[src/rtl/wbk_port_arbiter.sv]
// Writeback port arbiter: merges the MEM2WBK FIFO head and a buffered
// divider result onto one registered register-file write port.
//
// Ports:
//   clk, reset                     clock, synchronous active-high reset
//   PIPE_EMPTY_SM / PIPE_POP_SW    FIFO head status and pop strobe
//   PIPE_WB_RM/DEST_RM/DATA_RM     FIFO head write request
//   DIV_VALID_RX / DIV_READY_SW    divider result handshake
//   DIV_DEST_RX / DIV_DATA_RX      divider result payload
//   RF_WB_SW/DEST_SW/DATA_SW       registered register-file write port
//   DIV_FORCED_SW                  pulse: divider grant forced by starvation
module wbk_port_arbiter #(
  parameter int unsigned MAX_WAIT = 4
) (
  input  logic        clk,
  input  logic        reset,
  input  logic        PIPE_EMPTY_SM,
  output logic        PIPE_POP_SW,
  input  logic        PIPE_WB_RM,
  input  logic [5:0]  PIPE_DEST_RM,
  input  logic [31:0] PIPE_DATA_RM,
  input  logic        DIV_VALID_RX,
  output logic        DIV_READY_SW,
  input  logic [5:0]  DIV_DEST_RX,
  input  logic [31:0] DIV_DATA_RX,
  output logic        RF_WB_SW,
  output logic [5:0]  RF_DEST_SW,
  output logic [31:0] RF_DATA_SW,
  output logic        DIV_FORCED_SW
);

  localparam logic [3:0] MaxW = 4'(MAX_WAIT);

  typedef enum logic {
    NORMAL,
    STARVED
  } state_e;

  state_e      state_q, state_d;
  logic [3:0]  wait_q, wait_d;
  logic        buf_v_q, buf_v_d;
  logic [5:0]  buf_dest_q;
  logic [31:0] buf_data_q;
  logic        rf_wb_q;
  logic [5:0]  rf_dest_q;
  logic [31:0] rf_data_q;
  logic        forced_q, forced_d;

  logic pipe_need;
  logic capture;
  logic div_grant;
  logic pop;
  logic use_pipe;
  logic use_div;

  assign pipe_need = !PIPE_EMPTY_SM && PIPE_WB_RM
                     && (PIPE_DEST_RM != 6'd0);

  // Ready depends only on buffer state, never on DIV_VALID_RX.
  assign DIV_READY_SW = !reset && !buf_v_q;
  assign capture      = DIV_VALID_RX && DIV_READY_SW;

  always_comb begin
    state_d   = state_q;
    wait_d    = wait_q;
    div_grant = 1'b0;
    pop       = 1'b0;
    forced_d  = 1'b0;
    unique case (state_q)
      NORMAL: begin
        div_grant = buf_v_q && !pipe_need;
        pop       = !PIPE_EMPTY_SM;
        if (buf_v_q && !div_grant) begin
          wait_d = wait_q + 4'd1;
          if (wait_d == MaxW) state_d = STARVED;
        end else if (div_grant) begin
          wait_d = 4'd0;
        end
      end
      STARVED: begin
        // A port-using head must stall so the divider can write.
        div_grant = buf_v_q;
        pop       = !PIPE_EMPTY_SM && !pipe_need;
        forced_d  = buf_v_q;
        wait_d    = 4'd0;
        state_d   = NORMAL;
      end
    endcase
  end

  always_comb begin
    buf_v_d = buf_v_q;
    if (div_grant) buf_v_d = 1'b0;
    if (capture)   buf_v_d = 1'b1;
  end

  // Pipe and divider never both use the port in one cycle.
  assign use_pipe = pop && pipe_need;
  assign use_div  = div_grant && (buf_dest_q != 6'd0);

  assign PIPE_POP_SW = !reset && pop;

  always_ff @(posedge clk) begin
    if (reset) begin
      state_q    <= NORMAL;
      wait_q     <= 4'd0;
      buf_v_q    <= 1'b0;
      buf_dest_q <= 6'd0;
      buf_data_q <= 32'd0;
      rf_wb_q    <= 1'b0;
      rf_dest_q  <= 6'd0;
      rf_data_q  <= 32'd0;
      forced_q   <= 1'b0;
    end else begin
      state_q  <= state_d;
      wait_q   <= wait_d;
      buf_v_q  <= buf_v_d;
      forced_q <= forced_d;
      if (capture) begin
        buf_dest_q <= DIV_DEST_RX;
        buf_data_q <= DIV_DATA_RX;
      end
      if (use_pipe) begin
        rf_wb_q   <= 1'b1;
        rf_dest_q <= PIPE_DEST_RM;
        rf_data_q <= PIPE_DATA_RM;
      end else if (use_div) begin
        rf_wb_q   <= 1'b1;
        rf_dest_q <= buf_dest_q;
        rf_data_q <= buf_data_q;
      end else begin
        rf_wb_q <= 1'b0;
      end
    end
  end

  assign RF_WB_SW      = rf_wb_q;
  assign RF_DEST_SW    = rf_dest_q;
  assign RF_DATA_SW    = rf_data_q;
  assign DIV_FORCED_SW = forced_q;

endmodule
[config.mk]
export PLATFORM = sky130hd
export DESIGN_NAME = wbk_port_arbiter
export DESIGN_NICKNAME = d
export VERILOG_FILES = /design/src/rtl/wbk_port_arbiter.sv
export SDC_FILE = /design/constraint.sdc
export NUM_CORES = 1
export LEC_CHECK = 0
export CAP_MARGIN = 20
export CORE_ASPECT_RATIO = 1.4
export CORE_MARGIN = 5
export CORE_UTILIZATION = 48
export CTS_CLUSTER_DIAMETER = 30
export DETAILED_ROUTE_END_ITERATION = 7
export GPL_TIMING_DRIVEN = 0
export PLACE_DENSITY = 0.84
export SYNTH_ARGS = -nofsm -noshare
export SYNTH_HDL_FRONTEND = slang
export SYNTH_SLANG_ARGS = --single-unit
[constraint.sdc]
create_clock -name clk -period 3.12 [get_ports clk]
set_input_delay 0.468 -clock clk [delete_from_list [all_inputs] [get_ports clk]]
set_output_delay 0.468 -clock clk [all_outputs]
set_load 0.02 [all_outputs]
==> results of run 1 <==
## logic make-up (layout without fill, tap and decap cells)
logic type,count (synthesis),count (layout),synth area share
buf+inv,38,175,0.0482
compound gates,88,88,0.182
xor+xnor,2,2,0.00515
simple gates,204,204,0.266
fa+ha+maj,1,1,0.00368
flops,84,84,0.495
## stage by stage
stage	setup WS, ps	instance area (um^2)	total power, mW	util	hold WS (ps)
after floorplan	1080	3400	1.42	-	449
after global placement	-144	4740	1.66	0.683	459
after detailed placement	-157	4740	1.67	0.683	464
after CTS	93.2	4930	2.42	0.711	477
after global routing	148	4930	2.52	0.711	496
final	191	4930	2.41	0.711	476
## final cells by class
cell class / count / area [um^2] / area share
flip-flops and latches: 84 / 1680 / 0.341
repair buffers: 122 / 1220 / 0.248
inverters: 3 / 11.3 / 0.00228
clock inverters: 6 / 65.1 / 0.0132
multi-input cells: 295 / 1550 / 0.315
well taps: 95 / 119 / 0.0241
plain buffers: 34 / 150 / 0.0304
clock buffers: 10 / 128 / 0.0259
## state kept, by name, summed over array words and instances, names as in the netlist
name,cells
wait_q,4
state_q,1
RF_DEST_SW,6
RF_WB_SW,1
buf_data_q,32
buf_v_q,1
RF_DATA_SW,32
DIV_FORCED_SW,1
buf_dest_q,6
## metal layers
layer / wire [um] / vias up / part of all wire
met5: 0 / - / 0
met4: 367 / 0 / 0.036
met3: 564 / 28 / 0.055
met2: 5390 / 113 / 0.52
met1: 3970 / 1599 / 0.39
li1: - / 1682 / -
## worst paths after layout
check | from | end | slack, ps | cells past startpoint
setup / recovery | PIPE_DEST_RM[0] | PIPE_POP_SW | 190 | 5
hold / removal | buf_data_q[18]$_SDFFE_PP0P_ | buf_data_q[18]$_SDFFE_PP0P_ | 480 | 2
setup reg to reg | buf_v_q$_SDFFE_PP0P_ | buf_data_q[25]$_SDFFE_PP0P_ | 920 | 8
hold reg to reg | buf_data_q[18]$_SDFFE_PP0P_ | buf_data_q[18]$_SDFFE_PP0P_ | 480 | 2
## worst max-delay path: stages
cell and delay, ps:
clkdlybuf4s50_1 430, nor4_1 550, nand2_1 110, a311oi_1 270
clkdlybuf4s50_1 640
## timing repair
item | 4_1_cts | 5_1_grt
resized for setup | 1 | 1
setup endpoints to repair | 1 | 1
setup buffers | 0 | 0
## report_power, final
| part | switching, mW | internal (mW) | leakage, nW |
|---|---|---|---|
| clock | 0.394 | 0.370 | 0.0962 |
| combinational | 0.222 | 0.231 | 0.954 |
| sequential | 0.0443 | 1.15 | 0.692 |
## layout by cell type, fill, tap and decap left out, drive strengths merged, types with 3 or more instances in the layout
cell type / netlist / routed
a221oi: 5 / 5
clkinv: 0 / 4
a31oi: 3 / 3
nor2: 44 / 44
o21ai: 38 / 38
inv: 3 / 3
a311oi: 33 / 33
buf: 5 / 5
clkdlybuf4s50: 0 / 121
nand2b: 39 / 39
nand2: 105 / 105
a21oi: 3 / 3
nor3: 7 / 7
clkbuf: 30 / 39
dfxtp: 84 / 84
==> metrics list, run 1 <==
* Outcome: completed
* TritonCTS buffer count: 9
- DR vias: between 3000 and 4000
- In the synthesized netlist, the cells that appear most often are nand2_1 (105), dfxtp_1 (84), nor2_1 (44).
* Weighted congestion reported at the end of routability-driven placement: 0.793
* Most utilized layer in the global route result: met2
- Global-route met1 utilization: 0.255
* GRT Overall Usage: 0.234
- The final number of max-transition violations is 0.
* Count of different cell masters after synthesis: 30
- The synthesized design spends more area on one cell type than any other, namely dfxtp_1.
* Avg Inst Size Synth: 8.15 um^2
* Max rail drop VDD: 0.293 mV
- Wire length of the first global-routing pass: between 15000 and 20000 um
* 1st-iter DRT viols: a little under 200
- Slew of the pin with the lowest slew margin: slightly below 800 ps
* Fill cell instance count of the final layout: 591
- Vias in the first global route: about 3400
- Maximum level of the CTS H-tree: 3
- Across the run, the number of max-cap violations was 0.
- Counting flops with a built-in enable in the synthesized netlist gives 0.
- Clock latency on the worst-skew pair, taken at its later pin, is approximately 360 ps.
- The worst pin sits at a relative slew slack of 0.479.
- For this run, the post-layout net count is about 630.
- Using the TritonRoute via totals, the vias-per-cell ratio works out to approximately 5.3.
* Crit start category: input port
* Critical-path maximum fanout: 3
- Shortest clock period the worst path allows after layout: between 2000 and 3000 ps
- Die X-Extent: approximately 81 um
- 0 antenna diodes ended up in the layout.
- Setup total negative slack on the finished layout was measured at 0 ps.
- # clock sinks: 84
- Number of storage elements in the synthesis netlist: 84
* Filler-free cell count of the finished design: around 650
* Fin. Hold Viols: 0
- Number of port buffers: roughly 120
- The total overflow left after global routing is 0.
- Effective utilization at floorplan: 0.490
* TritonCTS clock tree: yes
- Number of top-level pins: about 120
* HPWL reported at the end of detailed placement: ~7700 um
- Top cell type's share of synthesized area: 0.495
- Number of routed nets with antenna violations: 0
* Final clock period utilization by the worst path: 0.939
* Die Footprint: between 8000 and 9000 um^2
- The cell count after synthesis came out at ~420.
- Derived from the worst setup path, the maximum achievable clock frequency is 341 MHz.
* CTS Hold Bufs: 0
- Data on the critical path is required at its endpoint by roughly 2700 ps.
- After detailed routing, the total wire length is 10300 um.
- Die height: 110 um
- GR Layer Usage met3: 0.0410
- Share of the yosys chip area belonging to registers: 0.495
* Maximum clock skew at final layout: 13.3 ps
- Synth Cell Area: approximately 3400 um^2
* Final setup vio count: 0
* Critical Path End Type: output port
* Routed wire length per instance: between 15 and 20 um
- Number of placed cells counting well taps: about 630
- DRC viols: 0
- Cell area power density: 489 nW/um^2
- P_leak: 1.74 nW
* Clock tree root driver cell: clkbuf_8
* Initial antenna violation count: 0
* Area contributors post-synth: dfxtp_1 (49%), nand2_1 (12%), a311oi_1 (8.5%)
- Most frequent cell after synthesis: nand2_1
- Ratio of cells with drive above 1 in the final layout: 0.0451
* Post-Syn Nets: around 500
* Async set-reset flop share out of synthesis: 0
- Compared with the post-synthesis result, the final layout area differs by 45.1%.
* Clock Pin Slew Worst Setup and Hold Paths: ~80 ps
- Most used flip-flop cell after synthesis: dfxtp_1
- Setup repair after global routing missed its margin: false
* Core Region: approximately 6900 um^2
- The tightest min-delay check is of the register to register type.
- In the global route stage, met2 resource usage came out at 0.424.
* Pin count of the biggest net entering global routing: 15
* Ys Warns: 0
- CP arrival: between 2000 and 2500 ps
- Row generation in the floorplan step produced 36 rows.
- The critical path is of the input port to output port type.
* Deepest clock path buffer count: 2
- Detailed-routing iteration count for the pre-antenna-repair pass: 4
(Power assumes the default switching activity.)
==> run 2: changes to the inputs <==
ABC_AREA = 0   (was default)
==> results of run 2 <==
No change in the layout: final DEF, timing and power equal those of run 1.
